`config.mk`:
```
export PLATFORM = sky130hd
export DESIGN_NAME = mem_port_arbiter
export DESIGN_NICKNAME = d
export VERILOG_FILES = /design/src/rtl/mem_port_arbiter.sv
export SDC_FILE = /design/constraint.sdc
export NUM_CORES = 1
export LEC_CHECK = 0
export CORE_MARGIN = 2
export CORE_UTILIZATION = 37
export CTS_CLUSTER_SIZE = 25
export DETAILED_ROUTE_END_ITERATION = 7
export PLACE_DENSITY = 0.78
export SLEW_MARGIN = 10
export SYNTH_ARGS = -nofsm -noshare
export SYNTH_HDL_FRONTEND = slang
export SYNTH_SLANG_ARGS = --single-unit
```
`constraint.sdc`:
```
create_clock -name clk_i -period 4.7 [get_ports clk_i]
set_input_delay 0.94 -clock clk_i [delete_from_list [all_inputs] [get_ports clk_i]]
set_output_delay 0.94 -clock clk_i [all_outputs]
set_load 0.01 [all_outputs]
```
`src/rtl/mem_port_arbiter.sv`:
```
// Single-owner sequencer for the one-port data memory; loads win arbitration, stores are forced through after STARVE_LIMIT loads.
// Grants are combinational in IDLE, done pulses one cycle after mem_ack_i; requests are held off while an access is outstanding.
module mem_port_arbiter #(
    parameter int ADDR_LEN     = 32,
    parameter int DATA_LEN     = 32,
    parameter int STARVE_LIMIT = 4,
    parameter int CNT_W        = 3
) (
    input  logic                clk_i,
    input  logic                reset_i,
    input  logic                load_req_i,
    input  logic [ADDR_LEN-1:0] load_addr_i,
    output logic                load_gnt_o,
    output logic                load_done_o,
    output logic [DATA_LEN-1:0] load_data_o,
    input  logic                store_req_i,
    input  logic [ADDR_LEN-1:0] store_addr_i,
    input  logic [DATA_LEN-1:0] store_data_i,
    output logic                store_gnt_o,
    output logic                store_done_o,
    output logic                mem_req_o,
    output logic                mem_we_o,
    output logic [ADDR_LEN-1:0] mem_addr_o,
    output logic [DATA_LEN-1:0] mem_wdata_o,
    input  logic                mem_ack_i,
    input  logic [DATA_LEN-1:0] mem_rdata_i
);

    typedef enum logic [1:0] {
        IDLE    = 2'd0,
        BUSY_LD = 2'd1,
        BUSY_ST = 2'd2
    } state_t;

    localparam logic [CNT_W-1:0] CNT_MAX   = '1;
    localparam logic [CNT_W-1:0] CNT_LIMIT = CNT_W'(STARVE_LIMIT);

    state_t              state_q, state_d;
    logic [CNT_W-1:0]    starve_q, starve_d;
    logic [ADDR_LEN-1:0] addr_q, addr_d;
    logic [DATA_LEN-1:0] wdata_q, wdata_d;
    logic [DATA_LEN-1:0] rdata_q, rdata_d;
    logic                ld_done_q, ld_done_d;
    logic                st_done_q, st_done_d;
    logic                ld_gnt, st_gnt;

    always_ff @(posedge clk_i or posedge reset_i) begin
        if (reset_i) begin
            state_q   <= IDLE;
            starve_q  <= '0;
            addr_q    <= '0;
            wdata_q   <= '0;
            rdata_q   <= '0;
            ld_done_q <= 1'b0;
            st_done_q <= 1'b0;
        end else begin
            state_q   <= state_d;
            starve_q  <= starve_d;
            addr_q    <= addr_d;
            wdata_q   <= wdata_d;
            rdata_q   <= rdata_d;
            ld_done_q <= ld_done_d;
            st_done_q <= st_done_d;
        end
    end

    always_comb begin
        state_d   = state_q;
        starve_d  = starve_q;
        addr_d    = addr_q;
        wdata_d   = wdata_q;
        rdata_d   = rdata_q;
        ld_done_d = 1'b0;
        st_done_d = 1'b0;
        ld_gnt    = 1'b0;
        st_gnt    = 1'b0;
        case (state_q)
            IDLE: begin
                // Grants are gated by reset so the combinational pulses also read 0 while reset is held.
                if (!reset_i) begin
                    if (store_req_i && (!load_req_i || starve_q >= CNT_LIMIT)) begin
                        st_gnt = 1'b1;
                    end else if (load_req_i) begin
                        ld_gnt = 1'b1;
                    end
                end
                if (st_gnt) begin
                    state_d  = BUSY_ST;
                    addr_d   = store_addr_i;
                    wdata_d  = store_data_i;
                    starve_d = '0;
                end else if (ld_gnt) begin
                    state_d = BUSY_LD;
                    addr_d  = load_addr_i;
                    if (store_req_i && starve_q != CNT_MAX) begin
                        starve_d = starve_q + 1'b1;
                    end
                end
            end
            BUSY_LD: begin
                if (mem_ack_i) begin
                    state_d   = IDLE;
                    ld_done_d = 1'b1;
                    rdata_d   = mem_rdata_i;
                end
            end
            BUSY_ST: begin
                if (mem_ack_i) begin
                    state_d   = IDLE;
                    st_done_d = 1'b1;
                end
            end
            default: state_d = IDLE;
        endcase
    end

    assign load_gnt_o   = ld_gnt;
    assign store_gnt_o  = st_gnt;
    assign load_done_o  = ld_done_q;
    assign store_done_o = st_done_q;
    assign load_data_o  = rdata_q;
    assign mem_req_o    = (state_q != IDLE);
    assign mem_we_o     = (state_q == BUSY_ST);
    assign mem_addr_o   = (state_q != IDLE) ? addr_q : '0;
    assign mem_wdata_o  = (state_q == BUSY_ST) ? wdata_q : '0;

endmodule

```
==> impl_metrics.env <==
export IMPL_status="finished clean"
export IMPL_dieArea_sq_um=13750
export IMPL_cp_max_fo=4
export IMPL_critPathKind="input port to primary output"
export IMPL_critPathLaunchType="input port"
export IMPL_cts_tree="built"
export IMPL_grt_pass1_vias=3695
export IMPL_gp_congestion=0.7522
export IMPL_dr_pass1_iters=4
export IMPL_post_drt_wl_per_cell_um=14.83
export IMPL_synth_compound_area_share_pct=4.719
export IMPL_power_switching_share_pct=31.77
export IMPL_fmax_ghz=0.2866
export IMPL_layout_common_cells="clkdlybuf4s50_1 (234), dfrtp_1 (103), mux2_2 (62)"
export IMPL_ant_nets=0
export IMPL_place_area_sq_um=7179
export IMPL_rows=41
export IMPL_yosysWarnings=0
export IMPL_ctsHoldBuffers=0
export IMPL_grtUsageTotal_pct=16.93
export IMPL_cts_root_buf="clkbuf_16"
export IMPL_cts_clk_slew_worst_paths_ps=60
export IMPL_design_area_sq_um=7446
export IMPL_synth_cells=386
export IMPL_p_sw_mw=1.328
export IMPL_synth_seq_cells=103
export IMPL_p_int_mw=2.853
export IMPL_netlist_area_sq_um=4746
export IMPL_diodes=0
export IMPL_tightest_slew_ps=870.7
export IMPL_syn_area_per_cell_sq_um=12.29
export IMPL_routed_via_count=3608
export IMPL_drv_cap=0
export IMPL_synthXorXnorAreaFrac_pct=0
export IMPL_finClkSkew_ps=9.282
export IMPL_die_x_um=117.3
export IMPL_ys_flop_type="dfrtp_1"
export IMPL_cts_sinks=103
export IMPL_drc=0
export IMPL_ir_worst_vdd_mv=0.2464
export IMPL_synth_net_count=524
export IMPL_io_buffers=234
export IMPL_hp_class="flip-flop to flip-flop"
export IMPL_fin_setup_tns_ps=0
export IMPL_antenna_found_initial=0
export IMPL_wl_mm=11.72
export IMPL_finalMaxSlewViolations=0
export IMPL_async_flop_share_pct=100.0
export IMPL_comb_power_share_pct=47.0
export IMPL_h_tree_depth=3
export IMPL_power_density_nw_per_um2=561.5
export IMPL_grt_pass1_wl_mm=17.99
export IMPL_synth_edf_count=0
export IMPL_slew_headroom_pct=41.96
export IMPL_clkLatencyLatePin_ps=340
export IMPL_synthSimpleGateAreaFrac_pct=13.42
export IMPL_ys_seq_area_share_pct=54.31
export IMPL_initial_core_util_pct=37.76
export IMPL_post_route_util_pct=59.24
export IMPL_min_period_over_period_pct=74.25
export IMPL_final_common_cell="clkdlybuf4s50_1"
export IMPL_cts_buffers=9
export IMPL_io_pins=235
export IMPL_core_sq_um=12570
export IMPL_setup_viol=0
export IMPL_grt_setup_unrepaired="false"
export IMPL_clock_path_buffers=2
export IMPL_viasPerCell=4.567
export IMPL_synthMuxAreaShare_pct=21.94
export IMPL_fin_nets=752
export IMPL_grt_start_max_net_pins=65
export IMPL_clockPowerShare_pct=16.3
export IMPL_drt_iter0_markers=120
export IMPL_cp_required_ps=3760
export IMPL_dp_hpwl_mm=8.764
export IMPL_synth_distinct_cells=29
export IMPL_drive_gt1_share_pct=14.40
export IMPL_synth_top_family_by_area="multiplexers"
export IMPL_seq_power_share_pct=36.7
export IMPL_period_minus_slack_ps=3490
export IMPL_synth_fa_ha_area_share_pct=1.318
export IMPL_endpoint_kind="primary output"
export IMPL_cts_setup_buffers=0
export IMPL_cts_resized=0
export IMPL_finalHoldViolCount=0
export IMPL_p_leak_nw=3.258
export IMPL_gr_total_overflow=0
export IMPL_crit_arrival_ps=2550
export IMPL_area_growth_syn_to_layout_pct=56.89
export IMPL_die_h_um=117.3
==> critical path: stages <==
cell             delay (ps)
clkdlybuf4s50_1         640
nand2_1                  70
and3_2                  240
and2_1                  160
clkdlybuf4s50_1         500
==> flip-flops by register name, indices dropped and copies added, names as in the netlist <==
signal and cells:
addr_q 32, load_data_o 32, wdata_q 32, starve_q 3, state_q 2, load_done_o 1
store_done_o 1
==> power groups by stage <==
stage	clock network [mW]	registers, mW	logic, mW
finish	0.682	1.54	1.96
global route	0.746	1.60	2.14
CTS	0.705	1.54	2.00
detailed placement	0	1.56	1.99
global placement	0	1.53	1.94
floorplan	0	1.57	0.960
==> cell type report <==
type                            instances  area, sq um
Clock buffer                           12        246.5
Clock inverter                          3        20.02
Fill cell                            1033         5122
Inverter                                6        26.28
Multi-Input combinational cell        254         1973
Sequential cell                       103         2577
Tap cell                              172        215.2
Timing Repair Buffer                  240         2387
==> cells by family (layout without fill, tap and decap cells) <==
family | count (synthesis) | after routing
compound gates | 41 | 41
fa+ha+maj | 5 | 5
buf+inv | 29 | 261
flops | 103 | 103
mux | 96 | 96
simple gates | 112 | 112
==> synthesized netlist by cell type (2+ instances only) <==
| library cell | n | area, sq um |
|---|---|---|
| and2_1 | 34 | 212.7 |
| mux2i_1 | 32 | 320.3 |
| o21ai_1 | 29 | 145.1 |
| dfrtp_1 | 103 | 2577 |
| mux2_1 | 2 | 22.52 |
| buf_2 | 5 | 25.02 |
| buf_12 | 4 | 80.08 |
| buf_6 | 3 | 33.78 |
| a21oi_1 | 2 | 10.01 |
| inv_1 | 6 | 22.52 |
| mux2_2 | 62 | 698.2 |
| nand2_1 | 38 | 142.6 |
| o21ai_0 | 5 | 25.02 |
| nor2b_1 | 33 | 206.5 |
| clkbuf_1 | 10 | 37.54 |
| ha_1 | 5 | 62.56 |
==> worst paths after layout <==
check	from	end	slack, ps	depth (start not counted)
setup / recovery	store_req_i	load_gnt_o	1210	5
min in group asynchronous	reset_i	wdata_q[6]	1200	3
hold reg to reg	addr_q[28]	addr_q[28]	480	2
hold / removal	addr_q[28]	addr_q[28]	480	2
setup reg to reg	state_q[1]	wdata_q[14]	2450	7
max in group asynchronous	reset_i	load_data_o[30]	3000	3
==> per-layer routing <==
| metal | track usage (%) | part of all wire, % | routed length (um) | up-vias |
|---|---|---|---|---|
| li1 | - | - | - | 1745 |
| met1 | 20.29 | 41 | 4752 | 1675 |
| met2 | 27.93 | 48 | 5572 | 166 |
| met3 | 5.098 | 9.2 | 1080 | 22 |
| met4 | 8.000 | 2.7 | 313 | 0 |
| met5 | 0 | 0 | 0 | - |
==> through the flow <==
stage / total power [mW] / cells / worst slack [ps] / hold slack, ps
after floorplan: 2.532 / 386 / 496.3 / 442.2
after global placement: 3.472 / 775 / 1209 / 453.7
after detailed placement: 3.547 / 775 / 1200 / 466.0
after CTS: 4.246 / 790 / 1194 / 481.9
after global routing: 4.489 / 790 / 1149 / 501.3
final: 4.181 / 790 / 1210 / 478.8
Power figures use the tool's default switching activity.
